[src/rtl/hazard_control_unit_pkg.sv]
// Shared types and constants for the pipeline hazard/debug controller.
// Latency: n/a (declarations only).
// Backpressure: n/a (declarations only).
package hazard_pkg;

   // Default register-file address width (32 architectural registers).
   localparam int DEF_REG_ADDR_W = 5;

   // Register $zero: never a real producer, so it can never cause a load-use stall.
   localparam int REG_ZERO = 0;

   // Debug sequencing states.
   typedef enum logic [1:0] {
      ST_RUN    = 2'd0,
      ST_HALTED = 2'd1,
      ST_STEP   = 2'd2
   } state_t;

   // Pick the state the controller wakes up in after reset.
   function automatic state_t reset_state(input int start_halted);
      return (start_halted != 0) ? ST_HALTED : ST_RUN;
   endfunction

endpackage

[src/rtl/hazard_control_unit_if.sv]
// Bundle of pipeline-observation inputs and stall/flush controls around the hazard unit.
// Latency: n/a (wires only); optional counter outputs exist only with HAZARD_COUNTERS_EN.
// Backpressure: n/a; master side is the pipeline/debug logic, slave side is the controller.
interface hazard_control_unit_if #(
   parameter int REG_ADDR_W = hazard_pkg::DEF_REG_ADDR_W,
   parameter int CNT_W      = 32
);
   // Observed pipeline fields and debug requests
   logic [REG_ADDR_W-1:0] id_rs;
   logic [REG_ADDR_W-1:0] id_rt;
   logic                  id_uses_rt;
   logic [REG_ADDR_W-1:0] ex_rt;
   logic                  ex_mem_read;
   logic                  branch_taken;
   logic                  halt_detected;
   logic                  dbg_run;
   logic                  dbg_step;

   // Controls back to the pipe registers
   logic                  pipe_ena;
   logic                  pc_disa;
   logic                  if_id_disa;
   logic                  if_id_flush;
   logic                  id_ex_flush;
   logic                  halted;

`ifdef HAZARD_COUNTERS_EN
   logic [CNT_W-1:0]      stall_count;
   logic [CNT_W-1:0]      flush_count;
`endif

   modport master (
      output id_rs, id_rt, id_uses_rt, ex_rt, ex_mem_read,
             branch_taken, halt_detected, dbg_run, dbg_step,
      input  pipe_ena, pc_disa, if_id_disa, if_id_flush, id_ex_flush, halted
`ifdef HAZARD_COUNTERS_EN
      , input stall_count, flush_count
`endif
   );

   modport slave (
      input  id_rs, id_rt, id_uses_rt, ex_rt, ex_mem_read,
             branch_taken, halt_detected, dbg_run, dbg_step,
      output pipe_ena, pc_disa, if_id_disa, if_id_flush, id_ex_flush, halted
`ifdef HAZARD_COUNTERS_EN
      , output stall_count, flush_count
`endif
   );

endinterface

[src/rtl/hazard_control_unit_load_use_detector.sv]
// Flags a load in EX whose destination is a source of the instruction in ID.
// Latency: purely combinational, same cycle.
// Backpressure: none; the result feeds the stall muxing in the top level.
module load_use_detector
   import hazard_pkg::*;
#(
   parameter int REG_ADDR_W = DEF_REG_ADDR_W
) (
   input  logic [REG_ADDR_W-1:0] id_rs,
   input  logic [REG_ADDR_W-1:0] id_rt,
   input  logic                  id_uses_rt,
   input  logic [REG_ADDR_W-1:0] ex_rt,
   input  logic                  ex_mem_read,
   output logic                  lu
);

   // A load into $zero produces nothing; rt only matters when ID actually reads it.
   always_comb begin
      logic dest_live;
      logic rs_hit;
      logic rt_hit;
      dest_live = ex_mem_read && (ex_rt != REG_ADDR_W'(REG_ZERO));
      rs_hit    = (ex_rt == id_rs);
      rt_hit    = id_uses_rt && (ex_rt == id_rt);
      lu        = dest_live && (rs_hit || rt_hit);
   end

endmodule

[src/rtl/hazard_control_unit.sv]
// Pipeline sequencer: load-use stall, taken-branch flush and RUN/HALTED/STEP debug FSM.
// Latency: all controls combinational from state + inputs (stall acts on the same edge).
// Backpressure: pipe_ena=0 freezes every pipe register; optional counters with HAZARD_COUNTERS_EN.
module hazard_control_unit
   import hazard_pkg::*;
#(
   parameter int REG_ADDR_W   = DEF_REG_ADDR_W,
   parameter int START_HALTED = 0,
   parameter int CNT_W        = 32
) (
   input logic                 clk,
   input logic                 reset,
   hazard_control_unit_if.slave bus
);

   localparam state_t RESET_ST = reset_state(START_HALTED);

   state_t state;
   state_t state_nxt;
   logic   lu;
   logic   ena;

   load_use_detector #(
      .REG_ADDR_W (REG_ADDR_W)
   ) u_lud (
      .id_rs       (bus.id_rs),
      .id_rt       (bus.id_rt),
      .id_uses_rt  (bus.id_uses_rt),
      .ex_rt       (bus.ex_rt),
      .ex_mem_read (bus.ex_mem_read),
      .lu          (lu)
   );

   // State register; reset returns to the configured wake-up state.
   always_ff @(posedge clk) begin
      if (reset) begin
         state <= RESET_ST;
      end else begin
         state <= state_nxt;
      end
   end

   // Next state: STEP grants exactly one enabled clock and always falls back to HALTED.
   always_comb begin
      state_nxt = state;
      case (state)
         ST_RUN: begin
            if (bus.halt_detected) state_nxt = ST_HALTED;
         end
         ST_HALTED: begin
            if (bus.dbg_run)       state_nxt = ST_RUN;
            else if (bus.dbg_step) state_nxt = ST_STEP;
         end
         ST_STEP: begin
            state_nxt = ST_HALTED;
         end
         default: begin
            state_nxt = RESET_ST;
         end
      endcase
   end

   // Output muxing: load-use beats a taken branch (branch re-resolves after the bubble);
   // everything is quiet while frozen or in reset.
   always_comb begin
      ena             = 1'b0;
      bus.pipe_ena    = 1'b0;
      bus.pc_disa     = 1'b0;
      bus.if_id_disa  = 1'b0;
      bus.if_id_flush = 1'b0;
      bus.id_ex_flush = 1'b0;
      bus.halted      = 1'b0;

      if (!reset) begin
         ena = (state == ST_RUN) || (state == ST_STEP);
      end
      bus.pipe_ena = ena;

      if (ena) begin
         if (lu) begin
            bus.pc_disa     = 1'b1;
            bus.if_id_disa  = 1'b1;
            bus.id_ex_flush = 1'b1;
         end else if (bus.branch_taken) begin
            bus.if_id_flush = 1'b1;
         end
      end

      bus.halted = reset ? (RESET_ST == ST_HALTED) : (state == ST_HALTED);
   end

`ifdef HAZARD_COUNTERS_EN
   logic [CNT_W-1:0] stall_cnt;
   logic [CNT_W-1:0] flush_cnt;

   // Event counters; free-running wrap at 2^CNT_W.
   always_ff @(posedge clk) begin
      if (reset) begin
         stall_cnt <= '0;
         flush_cnt <= '0;
      end else begin
         if (lu && ena)       stall_cnt <= stall_cnt + 1'b1;
         if (bus.if_id_flush) flush_cnt <= flush_cnt + 1'b1;
      end
   end

   assign bus.stall_count = stall_cnt;
   assign bus.flush_count = flush_cnt;
`endif

endmodule

[src/flat_wrapper.sv]
// flat-port wrapper written by rule: the top's interface ports become plain ports
module hazard_control_unit_flat import hazard_pkg::*;
#(
   parameter int REG_ADDR_W   = DEF_REG_ADDR_W,
   parameter int START_HALTED = 0,
   parameter int CNT_W        = 32
)
  (clk, reset, bus_id_rs, bus_id_rt, bus_id_uses_rt, bus_ex_rt, bus_ex_mem_read, bus_branch_taken, bus_halt_detected, bus_dbg_run, bus_dbg_step, bus_pipe_ena, bus_pc_disa, bus_if_id_disa, bus_if_id_flush, bus_id_ex_flush, bus_halted);
  hazard_control_unit_if #(.REG_ADDR_W(REG_ADDR_W), .CNT_W(CNT_W)) bus_i ();
  input logic clk;
  input logic reset;
  input wire logic [$bits(bus_i.id_rs)-1:0] bus_id_rs;
  input wire logic [$bits(bus_i.id_rt)-1:0] bus_id_rt;
  input wire logic [$bits(bus_i.id_uses_rt)-1:0] bus_id_uses_rt;
  input wire logic [$bits(bus_i.ex_rt)-1:0] bus_ex_rt;
  input wire logic [$bits(bus_i.ex_mem_read)-1:0] bus_ex_mem_read;
  input wire logic [$bits(bus_i.branch_taken)-1:0] bus_branch_taken;
  input wire logic [$bits(bus_i.halt_detected)-1:0] bus_halt_detected;
  input wire logic [$bits(bus_i.dbg_run)-1:0] bus_dbg_run;
  input wire logic [$bits(bus_i.dbg_step)-1:0] bus_dbg_step;
  output wire logic [$bits(bus_i.pipe_ena)-1:0] bus_pipe_ena;
  output wire logic [$bits(bus_i.pc_disa)-1:0] bus_pc_disa;
  output wire logic [$bits(bus_i.if_id_disa)-1:0] bus_if_id_disa;
  output wire logic [$bits(bus_i.if_id_flush)-1:0] bus_if_id_flush;
  output wire logic [$bits(bus_i.id_ex_flush)-1:0] bus_id_ex_flush;
  output wire logic [$bits(bus_i.halted)-1:0] bus_halted;
  assign bus_i.id_rs = bus_id_rs;
  assign bus_i.id_rt = bus_id_rt;
  assign bus_i.id_uses_rt = bus_id_uses_rt;
  assign bus_i.ex_rt = bus_ex_rt;
  assign bus_i.ex_mem_read = bus_ex_mem_read;
  assign bus_i.branch_taken = bus_branch_taken;
  assign bus_i.halt_detected = bus_halt_detected;
  assign bus_i.dbg_run = bus_dbg_run;
  assign bus_i.dbg_step = bus_dbg_step;
  assign bus_pipe_ena = bus_i.pipe_ena;
  assign bus_pc_disa = bus_i.pc_disa;
  assign bus_if_id_disa = bus_i.if_id_disa;
  assign bus_if_id_flush = bus_i.if_id_flush;
  assign bus_id_ex_flush = bus_i.id_ex_flush;
  assign bus_halted = bus_i.halted;
  hazard_control_unit #(.REG_ADDR_W(REG_ADDR_W), .START_HALTED(START_HALTED), .CNT_W(CNT_W)) u_core (.clk(clk), .reset(reset), .bus(bus_i));
endmodule
[config.mk]
export PLATFORM = sky130hd
export DESIGN_NAME = hazard_control_unit_flat
export DESIGN_NICKNAME = d
export VERILOG_FILES = /design/src/rtl/hazard_control_unit_pkg.sv /design/src/rtl/hazard_control_unit_if.sv /design/src/rtl/hazard_control_unit_load_use_detector.sv /design/src/rtl/hazard_control_unit.sv /design/src/flat_wrapper.sv
export SDC_FILE = /design/constraint.sdc
export NUM_CORES = 1
export LEC_CHECK = 0
export BUFFER_PORTS_ARGS = -buffer_cell sky130_fd_sc_hd__buf_2
export CELL_PAD_IN_SITES_DETAIL_PLACEMENT = 1
export CELL_PAD_IN_SITES_GLOBAL_PLACEMENT = 1
export CORE_MARGIN = 5
export CORE_UTILIZATION = 18
export DETAILED_ROUTE_END_ITERATION = 10
export PLACE_DENSITY_LB_ADDON = 0.1
export SYNTH_ARGS = -nofsm -noshare
export SYNTH_HDL_FRONTEND = slang
export SYNTH_SLANG_ARGS = --single-unit
[constraint.sdc]
create_clock -name clk -period 1.8 [get_ports clk]
set_input_delay 0.27 -clock clk [delete_from_list [all_inputs] [get_ports clk]]
set_output_delay 0.27 -clock clk [all_outputs]
set_load 0.01 [all_outputs]
==> flow_summary.ini <==
[die]
rows = 13
die_y_um = 46.6
fp.coreArea_um2 = 1280
die_area_um2 = 2170
die_w_um = 46.6
num_io_pins = 29
start_util_pct = 18.8

[routing]
vias = 330
ant_nets = 0
wl_per_cell_um = 13.2
via_per_inst = 4.52
drc = 0
drtIter0Drc = 5
finalWirelength_um = 965
dr.pass1.iters = 4

[cts]
cts_tree = done
clk_pin_slew_worst_paths_ns = 0.03
ctsLongestPathBuffers = 2
cts.sink_count = 2
hold_buffers = 0
numCtsBuffers = 3
clk_latency_ns = 0.23
cts_htree_levels = 1
cts_root_buf = clkbuf_4

[sta]
finalSetupViolations = 0
fin_skew_ns = 0.00458
tightestPinTransition_ns = 0.283
min_period_ns = 1.67
min_period_over_period_pct = 93.0
fmax_mhz = 598
slew-limit-headroom_pct = 81.0
rsz0062_at_grt = yes
timing_hold_violations_final = 0
maxSlewViolCount = 0
holdWs_ns = 0.268

[global_routing]
antenna_found_initial = 0
grt_pass1_vias = 367
grt_usage_pct = 9.34
grt_max_degree = 6
busiest_layer = met2
grt_pass1_wl_mm = 1.39
met2_usage_pct = 14.6
use_met1_pct = 11.4
grtUsageMet3_pct = 1.56
gr-total-overflow = 0

[logic_synthesis]
synth_top_cell_by_area = xor2_1
ys_warn_count = 0
syn-cell-area_um2 = 241
yosysTopAreaCellShare_pct = 32.6
synth_fp_nets = 51
synth_cells = 28
synthTopCellsByArea = xor2_1 (33%), dfxtp_1 (17%), nor3_1 (6.2%)
ys_ff_latch = 2
ys_seq_area_share_pct = 16.6
yosys.cell_types.count = 14
avgSynthCellArea_um2 = 8.62

[final_layout]
reg_top3 = u_core.state x2
mostFrequentLayoutCell = buf_2
syn_to_final_growth_pct = 93.3
diodes = 0
design_area_um2 = 467
largest_register_ffs = 2
final_nets = 83
final_cell_mix = buf_2 (26), xor2_1 (7), nor3_1 (3), clkbuf_4 (3)
n_fill_cell = 175
regMostFlops = u_core.state
final_util_pct = 36.3
final_cells = 73
layout-drive-gt1-share_pct = 67.2

[min_path]
hp-class = input port to flop
hp-start = reset
holdPathStages = 2
worstHoldEndpoint = u_core.state[0]

[critical_path]
crit_chain = buf_8 > xor2_2 > nor4_2 > a32oi_2 > nor4_2 > buf_2
cp_slowest_stage_delay_ns = 0.29
cpMaxStageDelayCell = nor4_2
cp.buffers_inverters = 2
worst-r2r-setup-slack_ns = 0.95
end_kind = primary output
cp_data_required_time_ns = 1.53
crit_family = simple AND/OR/NAND/NOR gates
critPathArrivalTime_ns = 1.40
rr_endpoint = u_core.state[1]
timing_worst_setup_path_type = input port to primary output
worstPathMaxFanout = 3
timing.rr.start = u_core.state[0]
crit_top_cell = nor4_2
worst-r2r-cell-count = 2
start_kind = input port

[pwr]
powerDensity_nw_per_um2 = 505
p_leak_nw = 0.241
ir_worst_vdd_uv = 284

[job]
cap_violations = 0

[place]
io_buffers = 28
dpl.hpwl_um = 801
dp.cells = 69
placed_cell_area_um2 = 392
gp_congestion = 0.717

[run_status]
status = complete, no violations
## stage by stage
step | worst slack (ns) | TNS, ns | power (mW)
after detailed placement | 0.0882 | 0 | 0.125
after CTS | 0.0801 | 0 | 0.232
after global routing | -0.00461 | -0.0132 | 0.255
final | 0.127 | 0 | 0.236
after global placement | 0.0942 | 0 | 0.125
after floorplan | 0.184 | 0 | 0.0826
## kinds of logic (layout without fill, tap and decap cells)
kind of cell              after synthesis  after routing  synth area share [%]
xor gates and xnor gates               10             10                  36.3
AOI/OAI and AO/OA                       4              4                  15.0
and+or+nand+nor                        10             10                  25.9
DFF                                     2              2                  16.6
buffers and inverters                   2             32                  6.22
## worst max path at each step
stage | start | to | slack, ns | depth (start not counted)
4_1_cts | bus_ex_rt[3] | bus_id_ex_flush | 0.08 | 6
3_5_place_dp | bus_ex_rt[3] | bus_id_ex_flush | 0.09 | 6
5_1_grt | bus_ex_rt[3] | bus_if_id_disa | -0.005 | 6
6_report | bus_ex_rt[3] | bus_id_ex_flush | 0.13 | 6
3_3_place_gp | bus_ex_rt[3] | bus_pc_disa | 0.09 | 6
2_1_floorplan | bus_ex_rt[3] | bus_if_id_disa | 0.18 | 5
## per-layer routing
layer	vias up	part of all wire (%)
met4	0	0
li1	162	-
met1	144	44
met5	-	0
met3	0	14
met2	24	42
## cell type report
class | count | area [um2] | share of cell area [%]
multi-input cells | 24 | 221 | 47.5
well taps | 15 | 18.8 | 4.02
repair buffers | 29 | 164 | 35.1
clock buffers | 3 | 22.5 | 4.83
flip-flops and latches | 2 | 40.0 | 8.58
## cells in the mapped netlist, drive strengths merged
cell type,number
nor4,2
or4,1
and3b,1
o31a,1
nor3b,1
buf,2
o211a,1
xnor2,1
nor3,3
dfxtp,2
xor2,9
nor2,2
a32oi,1
o21ai,1
## timing repair
action,in CTS,in global routing
setup buffers,0,1
endpoints found under the setup margin,0,3
gates resized for setup,0,10
## power breakdown
group          total (mW)  internal, mW  switching [mW]
Clock              0.0990        0.0735          0.0255
Combinational      0.0864        0.0462          0.0402
Sequential         0.0501        0.0472         0.00290
Total               0.236         0.167          0.0686
Power figures use the tool's default switching activity.
